**config.mk**
```make
export PLATFORM = sky130hd
export DESIGN_NAME = display_mux_ctrl
export DESIGN_NICKNAME = d
export VERILOG_FILES = /design/src/rtl/display_mux_ctrl_pkg.sv /design/src/rtl/display_mux_ctrl_blink.sv /design/src/rtl/display_mux_ctrl.sv
export SDC_FILE = /design/constraint.sdc
export NUM_CORES = 1
export LEC_CHECK = 0
export ABC_AREA = 1
export CAP_MARGIN = 10
export CORE_MARGIN = 4
export CORE_UTILIZATION = 35
export DETAILED_ROUTE_END_ITERATION = 7
export GPL_TIMING_DRIVEN = 0
export MAX_ROUTING_LAYER = met4
export SYNTH_ARGS = -nofsm -noshare
export SYNTH_HDL_FRONTEND = slang
export SYNTH_SLANG_ARGS = --single-unit
```
**constraint.sdc**
```tcl
create_clock -name clk -period 2.3 [get_ports clk]
set_clock_uncertainty 0.05 [all_clocks]
set_input_delay 0.345 -clock clk [delete_from_list [all_inputs] [get_ports clk]]
set_output_delay 0.345 -clock clk [all_outputs]
set_load 0.02 [all_outputs]
```
**src/rtl/display_mux_ctrl_pkg.sv**
```systemverilog
// Shared definitions for the display mux controller: mode encodings,
// digit indices and BCD helpers.
package display_mux_ctrl_pkg;

  localparam int unsigned BCD_W      = 4;
  localparam int unsigned NUM_DIGITS = 4;
  localparam int unsigned WORD_W     = NUM_DIGITS * BCD_W;

  typedef enum logic [1:0] {
    MODE_TIME  = 2'd0,
    MODE_SW    = 2'd1,
    MODE_ALARM = 2'd2,
    MODE_EDIT  = 2'd3
  } mode_e;

  typedef logic [1:0]       digit_idx_t;
  typedef logic [BCD_W-1:0] bcd_t;

  localparam digit_idx_t DIG_ONES      = 2'd0;
  localparam digit_idx_t DIG_TENS      = 2'd1;
  localparam digit_idx_t DIG_HUNDREDS  = 2'd2;
  localparam digit_idx_t DIG_THOUSANDS = 2'd3;

  // Extract one BCD nibble from a packed four-digit word; thousands sits in the top nibble.
  function automatic bcd_t bcd_nibble(input logic [WORD_W-1:0] word, input digit_idx_t idx);
    return word[idx*BCD_W +: BCD_W];
  endfunction

endpackage

```
**src/rtl/display_mux_ctrl_blink.sv**
```systemverilog
// Free-running blink phase generator shared by the watch display blocks.
// Phase starts ON after reset and toggles every BLINK_HALF clock cycles.
module blink_gen #(
  parameter int unsigned BLINK_HALF = 25_000_000
) (
  input  logic clk,
  input  logic rst,
  output logic phase
);

  localparam int unsigned     CntW    = (BLINK_HALF > 1) ? $clog2(BLINK_HALF) : 1;
  localparam logic [CntW-1:0] CntLast = CntW'(BLINK_HALF - 1);

  logic [CntW-1:0] cnt_q;
  logic            phase_q;

  // Count out one half-period, then flip the phase and start over.
  always_ff @(posedge clk) begin
    if (rst) begin
      cnt_q   <= '0;
      phase_q <= 1'b1;
    end else if (cnt_q == CntLast) begin
      cnt_q   <= '0;
      phase_q <= ~phase_q;
    end else begin
      cnt_q   <= cnt_q + 1'b1;
    end
  end

  assign phase = phase_q;

endmodule

```
**src/rtl/display_mux_ctrl.sv**
```systemverilog
// Display mux controller: owns the user mode FSM (view cycling, alarm digit
// editing, inactivity timeout), selects the BCD source for the four display
// digits and produces per-digit blanking for blink and leading-zero suppression.
// All outputs are registered and reflect the inputs of the previous cycle.
module display_mux_ctrl
  import display_mux_ctrl_pkg::*;
#(
  parameter int unsigned BLINK_HALF  = 25_000_000,
  parameter int unsigned TIMEOUT_SEC = 10
) (
  input  logic        clk,
  input  logic        rst,
  input  logic        btn_mode,
  input  logic        btn_sel,
  input  logic        sec_tick,
  input  logic [15:0] time_bcd,
  input  logic [15:0] sw_bcd,
  input  logic [15:0] alarm_bcd,
  input  logic        sw_running,
  input  logic        alarm_pending,
  output logic [3:0]  ones,
  output logic [3:0]  tens,
  output logic [3:0]  hundreds,
  output logic [3:0]  thousands,
  output logic [3:0]  blank,
  output logic [1:0]  mode,
  output logic [1:0]  edit_digit,
  output logic        adj_pulse,
  output logic        alarm_ack
);

  localparam int unsigned    ToW   = (TIMEOUT_SEC > 0) ? $clog2(TIMEOUT_SEC + 1) : 1;
  localparam logic [ToW-1:0] ToMax = ToW'(TIMEOUT_SEC);

  mode_e              mode_q, mode_d;
  digit_idx_t         edit_q, edit_d;
  logic [ToW-1:0]     to_q, to_d;
  logic               adj_q, adj_d;
  logic               ack_q, ack_d;
  bcd_t               ones_q, tens_q, hund_q, thou_q;
  logic [3:0]         blank_q, blank_d;
  logic [WORD_W-1:0]  src;
  logic               lz_en;
  logic [3:0]         edit_mask;
  logic               phase;
  logic               any_btn;
  logic               timed_out;
  logic               tick_counts;

  blink_gen #(
    .BLINK_HALF(BLINK_HALF)
  ) u_blink (
    .clk  (clk),
    .rst  (rst),
    .phase(phase)
  );

  assign any_btn     = btn_mode | btn_sel;
  assign timed_out   = (mode_q != MODE_TIME) && (to_q >= ToMax);
  // A running stopwatch is being watched, so its seconds do not count as idle time.
  assign tick_counts = !((mode_q == MODE_SW) && sw_running);

  // Mode FSM, edit digit and timeout counter next-state; btn_sel beats btn_mode.
  always_comb begin
    mode_d = mode_q;
    edit_d = edit_q;
    to_d   = to_q;
    adj_d  = 1'b0;
    ack_d  = 1'b0;
    if (alarm_pending) begin
      // Everything freezes; a press only acknowledges the alarm.
      ack_d = any_btn;
    end else if (timed_out) begin
      mode_d = MODE_TIME;
      to_d   = '0;
    end else begin
      unique case (mode_q)
        MODE_TIME: begin
          if (!btn_sel && btn_mode) mode_d = MODE_SW;
        end
        MODE_SW: begin
          if (!btn_sel && btn_mode) mode_d = MODE_ALARM;
        end
        MODE_ALARM: begin
          if (btn_sel) begin
            mode_d = MODE_EDIT;
            edit_d = DIG_THOUSANDS;
          end else if (btn_mode) begin
            mode_d = MODE_TIME;
          end
        end
        MODE_EDIT: begin
          if (btn_sel) begin
            if (edit_q == DIG_ONES) mode_d = MODE_ALARM;
            else                    edit_d = edit_q - 2'd1;
          end else if (btn_mode) begin
            adj_d = 1'b1;
          end
        end
        default: ;
      endcase
      if (any_btn || (mode_d != mode_q) || (mode_q == MODE_TIME)) begin
        to_d = '0;
      end else if (sec_tick && tick_counts) begin
        to_d = to_q + 1'b1;
      end
    end
  end

  // State registers.
  always_ff @(posedge clk) begin
    if (rst) begin
      mode_q <= MODE_TIME;
      edit_q <= DIG_THOUSANDS;
      to_q   <= '0;
    end else begin
      mode_q <= mode_d;
      edit_q <= edit_d;
      to_q   <= to_d;
    end
  end

  // Source select and blanking, evaluated for the state being entered.
  always_comb begin
    src       = time_bcd;
    lz_en     = 1'b1;
    blank_d   = '0;
    edit_mask = 4'b0001 << edit_d;
    if (!alarm_pending) begin
      unique case (mode_d)
        MODE_TIME:  begin src = time_bcd;  lz_en = 1'b1; end
        MODE_SW:    begin src = sw_bcd;    lz_en = 1'b0; end
        MODE_ALARM: begin src = alarm_bcd; lz_en = 1'b1; end
        // The thousands digit stays visible while it is the one being edited.
        MODE_EDIT:  begin src = alarm_bcd; lz_en = (edit_d != DIG_THOUSANDS); end
        default: ;
      endcase
    end
    if (lz_en && (bcd_nibble(src, DIG_THOUSANDS) == '0)) begin
      blank_d[DIG_THOUSANDS] = 1'b1;
    end
    if (!phase) begin
      if (alarm_pending)               blank_d = '1;
      else if (mode_d == MODE_EDIT)    blank_d = blank_d | edit_mask;
    end
  end

  // Output registers.
  always_ff @(posedge clk) begin
    if (rst) begin
      ones_q  <= '0;
      tens_q  <= '0;
      hund_q  <= '0;
      thou_q  <= '0;
      blank_q <= '0;
      adj_q   <= 1'b0;
      ack_q   <= 1'b0;
    end else begin
      ones_q  <= bcd_nibble(src, DIG_ONES);
      tens_q  <= bcd_nibble(src, DIG_TENS);
      hund_q  <= bcd_nibble(src, DIG_HUNDREDS);
      thou_q  <= bcd_nibble(src, DIG_THOUSANDS);
      blank_q <= blank_d;
      adj_q   <= adj_d;
      ack_q   <= ack_d;
    end
  end

  assign ones       = ones_q;
  assign tens       = tens_q;
  assign hundreds   = hund_q;
  assign thousands  = thou_q;
  assign blank      = blank_q;
  assign mode       = mode_q;
  assign edit_digit = edit_q;
  assign adj_pulse  = adj_q;
  assign alarm_ack  = ack_q;

endmodule
```
==> flow_metrics.env, run 1 <==
export IMPL_antenna_found_initial=0
export IMPL_synth_seq_cells=56
export IMPL_vias=2830
export IMPL_htree_num_levels=2
export IMPL_critPathKind="in2reg"
export IMPL_route_detailed_drc=0
export IMPL_layout_commonest_cell="nand2_1"
export IMPL_drive_above_1_share_pct=10.1
export IMPL_area_growth_pct=36.1
export IMPL_post_cts_buffers=0
export IMPL_ys_async_sr_fraction_pct=0
export IMPL_multiInputGateArea_mm2=0.00154
export IMPL_synth_edf_count=0
export IMPL_diodes=0
export IMPL_ys_flop_type="dfxtp_1"
export IMPL_fin_util_pct=50.0
export IMPL_num_rows=32
export IMPL_required_ns=2.41
export IMPL_worst_pin_slew_ns=0.658
export IMPL_status="complete, no violations"
export IMPL_power_leakage_nw=1.58
export IMPL_final_cell_mix="nand2_1 (88), clkdlybuf4s50_1 (80), dfxtp_1 (56)"
export IMPL_postCtsHoldBufs=0
export IMPL_slew_violations=0
export IMPL_grt_ovfl_total=0
export IMPL_cts_resized=0
export IMPL_yosysWarnings=0
export IMPL_crit_buf_inv=4
export IMPL_cp_start_kind="input pin"
export IMPL_setup_viol=0
export IMPL_crit_fanout=10
export IMPL_synth_nets=443
export IMPL_relSlewSlack_pct=56.1
export IMPL_start_util_pct=36.7
export IMPL_peakVddDrop_uv=275
export IMPL_grt_max_degree=19
export IMPL_die_x_um=99.0
export IMPL_final_nets=530
export IMPL_drtAntennaViolNets=0
export IMPL_cp_depth=6
export IMPL_grt_pass1_vias=2779
export IMPL_mappedNetlistArea_mm2=0.00290
export IMPL_io_pins=81
export IMPL_arrival_ns=2.16
export IMPL_rsz0062_at_grt="false"
export IMPL_path_clk_slew_ns=0.11
export IMPL_max_freq_ghz=0.488
export IMPL_min_period_ns=2.05
export IMPL_clock_sinks=56
export IMPL_drt_iter0_markers=96
export IMPL_avgSynthCellArea_um2=7.52
export IMPL_end_kind="register"
export IMPL_die_area_mm2=0.00980
export IMPL_core_mm2=0.00789
export IMPL_gp_congestion=0.878
export IMPL_cap_viol_max_count=0
export IMPL_root_buffer="clkbuf_8"
export IMPL_ys_types=45
export IMPL_cp_slowest_cell="clkdlybuf4s50_1"
export IMPL_crit_family="buffers and inverters"
export IMPL_hold_viol=0
export IMPL_reg2regPathDepth=11
export IMPL_routed_wl_um=8190
export IMPL_clkLatencyLatePin_ns=0.31
export IMPL_hpwl_um=6390
export IMPL_setup_tns_ns=0
export IMPL_synth_seq_area_share_pct=38.7
export IMPL_cts_buffers=5
export IMPL_crit_chain="clkdlybuf4s50_1 -> inv_1 -> buf_2 -> nand2_1 -> buf_2 -> a2111oi_0"
export IMPL_grt_pass1_wl_um=13600
export IMPL_wl_per_cell_um=14.2
export IMPL_drt_first_pass_iters=4
export IMPL_cts_tree="yes"
export IMPL_grt_usage_pct=17.6
export IMPL_io_buffers=80
export IMPL_viasPerCell=4.92
export IMPL_n_fill_cell=789
export IMPL_cpPeakStageDelay_ns=0.57
export IMPL_synth_cells=385
export IMPL_p_per_area_mw_per_mm2=513
export IMPL_timing_final_crit_share_pct=89.1
export IMPL_die_h_um=99.0
export IMPL_whs_path_depth=1
export IMPL_hold_path_class="reg2reg"
export IMPL_cpMostUsedCell="buf_2"
export IMPL_seqCellArea_mm2=0.00112
export IMPL_clockBufferDepth=2
-- state kept, by name (all words and copies together) (netlist names) --
| register | count |
|---|---|
| to_q | 4 |
| hundreds | 4 |
| u_blink.phase | 1 |
| mode | 2 |
| tens | 4 |
| edit_digit | 2 |
| blank | 4 |
| adj_pulse | 1 |
| ones | 4 |
| alarm_ack | 1 |
| u_blink.cnt_q | 25 |
| thousands | 4 |
-- area by class of cell --
class / instances / area share [%]
Multi-Input combinational cell: 275 / 39.0
Timing Repair Buffer: 80 / 20.3
Sequential cell: 56 / 28.4
Clock buffer: 5 / 1.75
Buffer: 13 / 2.10
Clock inverter: 3 / 1.21
Tap cell: 102 / 3.24
Inverter: 41 / 3.97
-- final timing paths --
path                           end             start  slack (ns)
setup / recovery         adj_pulse     alarm_pending        0.25
hold / removal    u_blink.cnt_q[0]  u_blink.cnt_q[0]        0.41
setup reg to reg       hundreds[2]           to_q[0]        0.29
hold reg to reg   u_blink.cnt_q[0]  u_blink.cnt_q[0]        0.41
-- cell usage after synthesis (2+ instances only) --
| master | instances | area, µm² |
|---|---|---|
| nand3_1 | 31 | 155 |
| clkbuf_1 | 3 | 11.3 |
| nor2_4 | 5 | 56.3 |
| inv_1 | 38 | 143 |
| buf_6 | 3 | 33.8 |
| nor4_1 | 3 | 18.8 |
| a21o_1 | 2 | 15.0 |
| nand3_2 | 2 | 20.0 |
| buf_2 | 6 | 30.0 |
| dfxtp_1 | 56 | 1120 |
| nor2_1 | 31 | 116 |
| xor2_1 | 5 | 43.8 |
| a31o_2 | 3 | 26.3 |
| ha_1 | 3 | 37.5 |
| a31o_1 | 9 | 78.8 |
| a21oi_1 | 35 | 175 |
| nand4_1 | 9 | 56.3 |
| or2_2 | 2 | 12.5 |
| o21ai_0 | 7 | 35.0 |
| nor3_1 | 10 | 50.1 |
| nand2_4 | 6 | 67.6 |
| o21a_1 | 4 | 30.0 |
| nor3b_1 | 2 | 15.0 |
| nand2_2 | 2 | 12.5 |
| nand2_1 | 88 | 330 |
-- where the power goes --
part           internal [mW]  total, mW  leakage [nW]  switching [mW]
Sequential              1.00       1.01         0.457          0.0108
Combinational          0.177      0.341          1.06           0.164
Clock                  0.329      0.669        0.0583           0.341
Total                   1.51       2.02          1.58           0.515
-- routing by layer --
| layer | GRT usage, % | vias to the layer above | part of all wire, % |
|---|---|---|---|
| met5 | - | - | 0 |
| met4 | 4.52 | 0 | 1.3 |
| met3 | 3.11 | 8 | 5.3 |
| met2 | 27.1 | 71 | 45 |
| met1 | 23.9 | 1309 | 49 |
| li1 | - | 1442 | - |
-- logic make-up after synthesis --
logic type,share of synthesized area (%)
buf+inv,8.25
xor+xnor,1.81
flops,38.7
simple gates,35.4
fa+ha+maj,1.30
compound gates,14.5
-- through the flow --
stage          power, mW  hold slack [ns]  instance area, µm²  setup slack [ns]  instances
6_report            2.02            0.406                3940             0.250        575
5_1_grt             2.11            0.428                3940            0.0721        575
4_1_cts             2.05            0.413                3940             0.272        575
3_5_place_dp        1.38            0.390                3820           -0.0480        567
3_3_place_gp        1.37            0.381                3820            -0.151        567
2_1_floorplan       1.19            0.368                2900             0.571        385
Note: power is estimated with default switching activity, not from simulation.
==> run 2: changes to the inputs <==
--- a/config.mk
+++ b/config.mk
@@ -7,9 +7,10 @@
 export LEC_CHECK = 0
 export ABC_AREA = 1
 export CAP_MARGIN = 10
-export CORE_MARGIN = 4
+export CORE_MARGIN = 2
 export CORE_UTILIZATION = 35
 export DETAILED_ROUTE_END_ITERATION = 7
+export GPL_ROUTABILITY_DRIVEN = 0
 export GPL_TIMING_DRIVEN = 0
 export MAX_ROUTING_LAYER = met4
 export SYNTH_ARGS = -nofsm -noshare
==> flow_metrics.env, run 2 (synthesis results as in run 1) <==
export IMPL_final_cell_mix="nand2_1 (88), clkdlybuf4s50_1 (80), dfxtp_1 (56)"
export IMPL_grt_max_degree=17
export IMPL_core_mm2=0.00813
export IMPL_min_period_ns=2.13
export IMPL_htree_num_levels=2
export IMPL_status="complete, no violations"
export IMPL_hold_viol=0
export IMPL_grt_pass1_vias=2639
export IMPL_place_area_mm2=0.00383
export IMPL_p_per_area_mw_per_mm2=508
export IMPL_drt_iter0_markers=125
export IMPL_timing_final_crit_share_pct=92.8
export IMPL_die_area_mm2=0.00902
export IMPL_fin_util_pct=48.4
export IMPL_cts_tree="yes"
export IMPL_fin_ws_ns=0.166
export IMPL_power_leakage_nw=1.57
export IMPL_crit_fanout=10
export IMPL_diodes=0
export IMPL_clockBufferDepth=2
export IMPL_required_ns=2.40
export IMPL_grt_ovfl_total=0
export IMPL_top_register="u_blink.cnt_q"
export IMPL_largest_reg_flops=25
export IMPL_final_nets=530
export IMPL_max_freq_ghz=0.469
export IMPL_clock_sinks=56
export IMPL_setup_viol=0
export IMPL_io_pins=81
export IMPL_io_buffers=80
export IMPL_layout_commonest_cell="nand2_1"
export IMPL_drive_above_1_share_pct=9.94
export IMPL_area_growth_pct=35.9
export IMPL_place_ws_ns=-0.164
export IMPL_path_clk_slew_ns=0.10
export IMPL_grt_usage_pct=18.8
export IMPL_vias=2831
export IMPL_cts_buffers=5
export IMPL_die_x_um=95.0
export IMPL_viasPerCell=4.90
export IMPL_end_kind="register"
export IMPL_slew_violations=0
export IMPL_postCtsHoldBufs=0
export IMPL_rsz0062_at_grt="false"
export IMPL_route_detailed_drc=0
export IMPL_cts_resized=0
export IMPL_worst_pin_slew_ns=0.534
export IMPL_cap_viol_max_count=0
export IMPL_post_cts_buffers=0
export IMPL_relSlewSlack_pct=63.5
export IMPL_fin_area_mm2=0.00394
export IMPL_grt_pass1_wl_um=12900
export IMPL_routed_wl_um=7880
export IMPL_arrival_ns=2.24
export IMPL_wl_per_cell_um=13.6
export IMPL_hpwl_um=6010
export IMPL_root_buffer="clkbuf_8"
export IMPL_hold_path_class="reg2reg"
export IMPL_drt_first_pass_iters=4
export IMPL_peakVddDrop_uv=385
export IMPL_clkLatencyLatePin_ns=0.32
export IMPL_antenna_found_initial=0
export IMPL_start_util_pct=35.6
export IMPL_critPathKind="in2reg"
export IMPL_num_rows=33
export IMPL_drtAntennaViolNets=0
export IMPL_die_h_um=95.0
export IMPL_cp_start_kind="input pin"
-- run 2: changes by cell type in the layout (fill, tap and decap cells not counted) --
cell      previous run  this run
clkinv_2             0         1
clkinv_4             2         0
clkbuf_1             3         4
-- run 2: area by class of cell --
cell class,instances,area [µm²]
inverters,41,156
clock buffers,6,72.6
multi-input cells,275,1540
well taps,105,131
fillers,839,4200
flip-flops and latches,56,1120
clock inverters,2,35.0
plain buffers,13,82.6
repair buffers,80,801
-- run 2: per-layer routing --
layer | vias up | GRT usage, % | share of wire (%)
met1 | 1293 | 24.4 | 48
met2 | 80 | 30.5 | 44
met4 | 0 | 4.35 | 1.1
met3 | 8 | 3.51 | 6.5
met5 | - | - | 0
li1 | 1450 | - | -
-- run 2: stage by stage --
step,total power [mW],std cells,hold slack [ns],TNS (ns)
2_1_floorplan,1.19,385,0.368,0
3_3_place_gp,1.37,570,0.380,-0.147
3_5_place_dp,1.37,570,0.385,-0.164
4_1_cts,2.02,578,0.407,0
5_1_grt,2.09,578,0.425,0
6_report,2.00,578,0.400,0
-- run 2: worst paths after layout --
check | startpoint | to | slack, ns | cells past startpoint
setup / recovery | alarm_pending | adj_pulse | 0.17 | 6
hold / removal | u_blink.cnt_q[0] | u_blink.cnt_q[0] | 0.40 | 1
setup reg to reg | to_q[0] | hundreds[2] | 0.26 | 11
hold reg to reg | u_blink.cnt_q[0] | u_blink.cnt_q[0] | 0.40 | 1
-- run 2: worst max-delay path, cell delays in order --
cell and delay [ns]:
clkdlybuf4s50_1 0.58, inv_1 0.23, buf_2 0.26, nand2_1 0.15
buf_2 0.22, a2111oi_0 0.45
-- run 2: power by group --
group          total (mW)  internal [mW]  switching, mW
clock network       0.651          0.324          0.327
logic               0.340          0.177          0.163
registers            1.01           1.00         0.0108
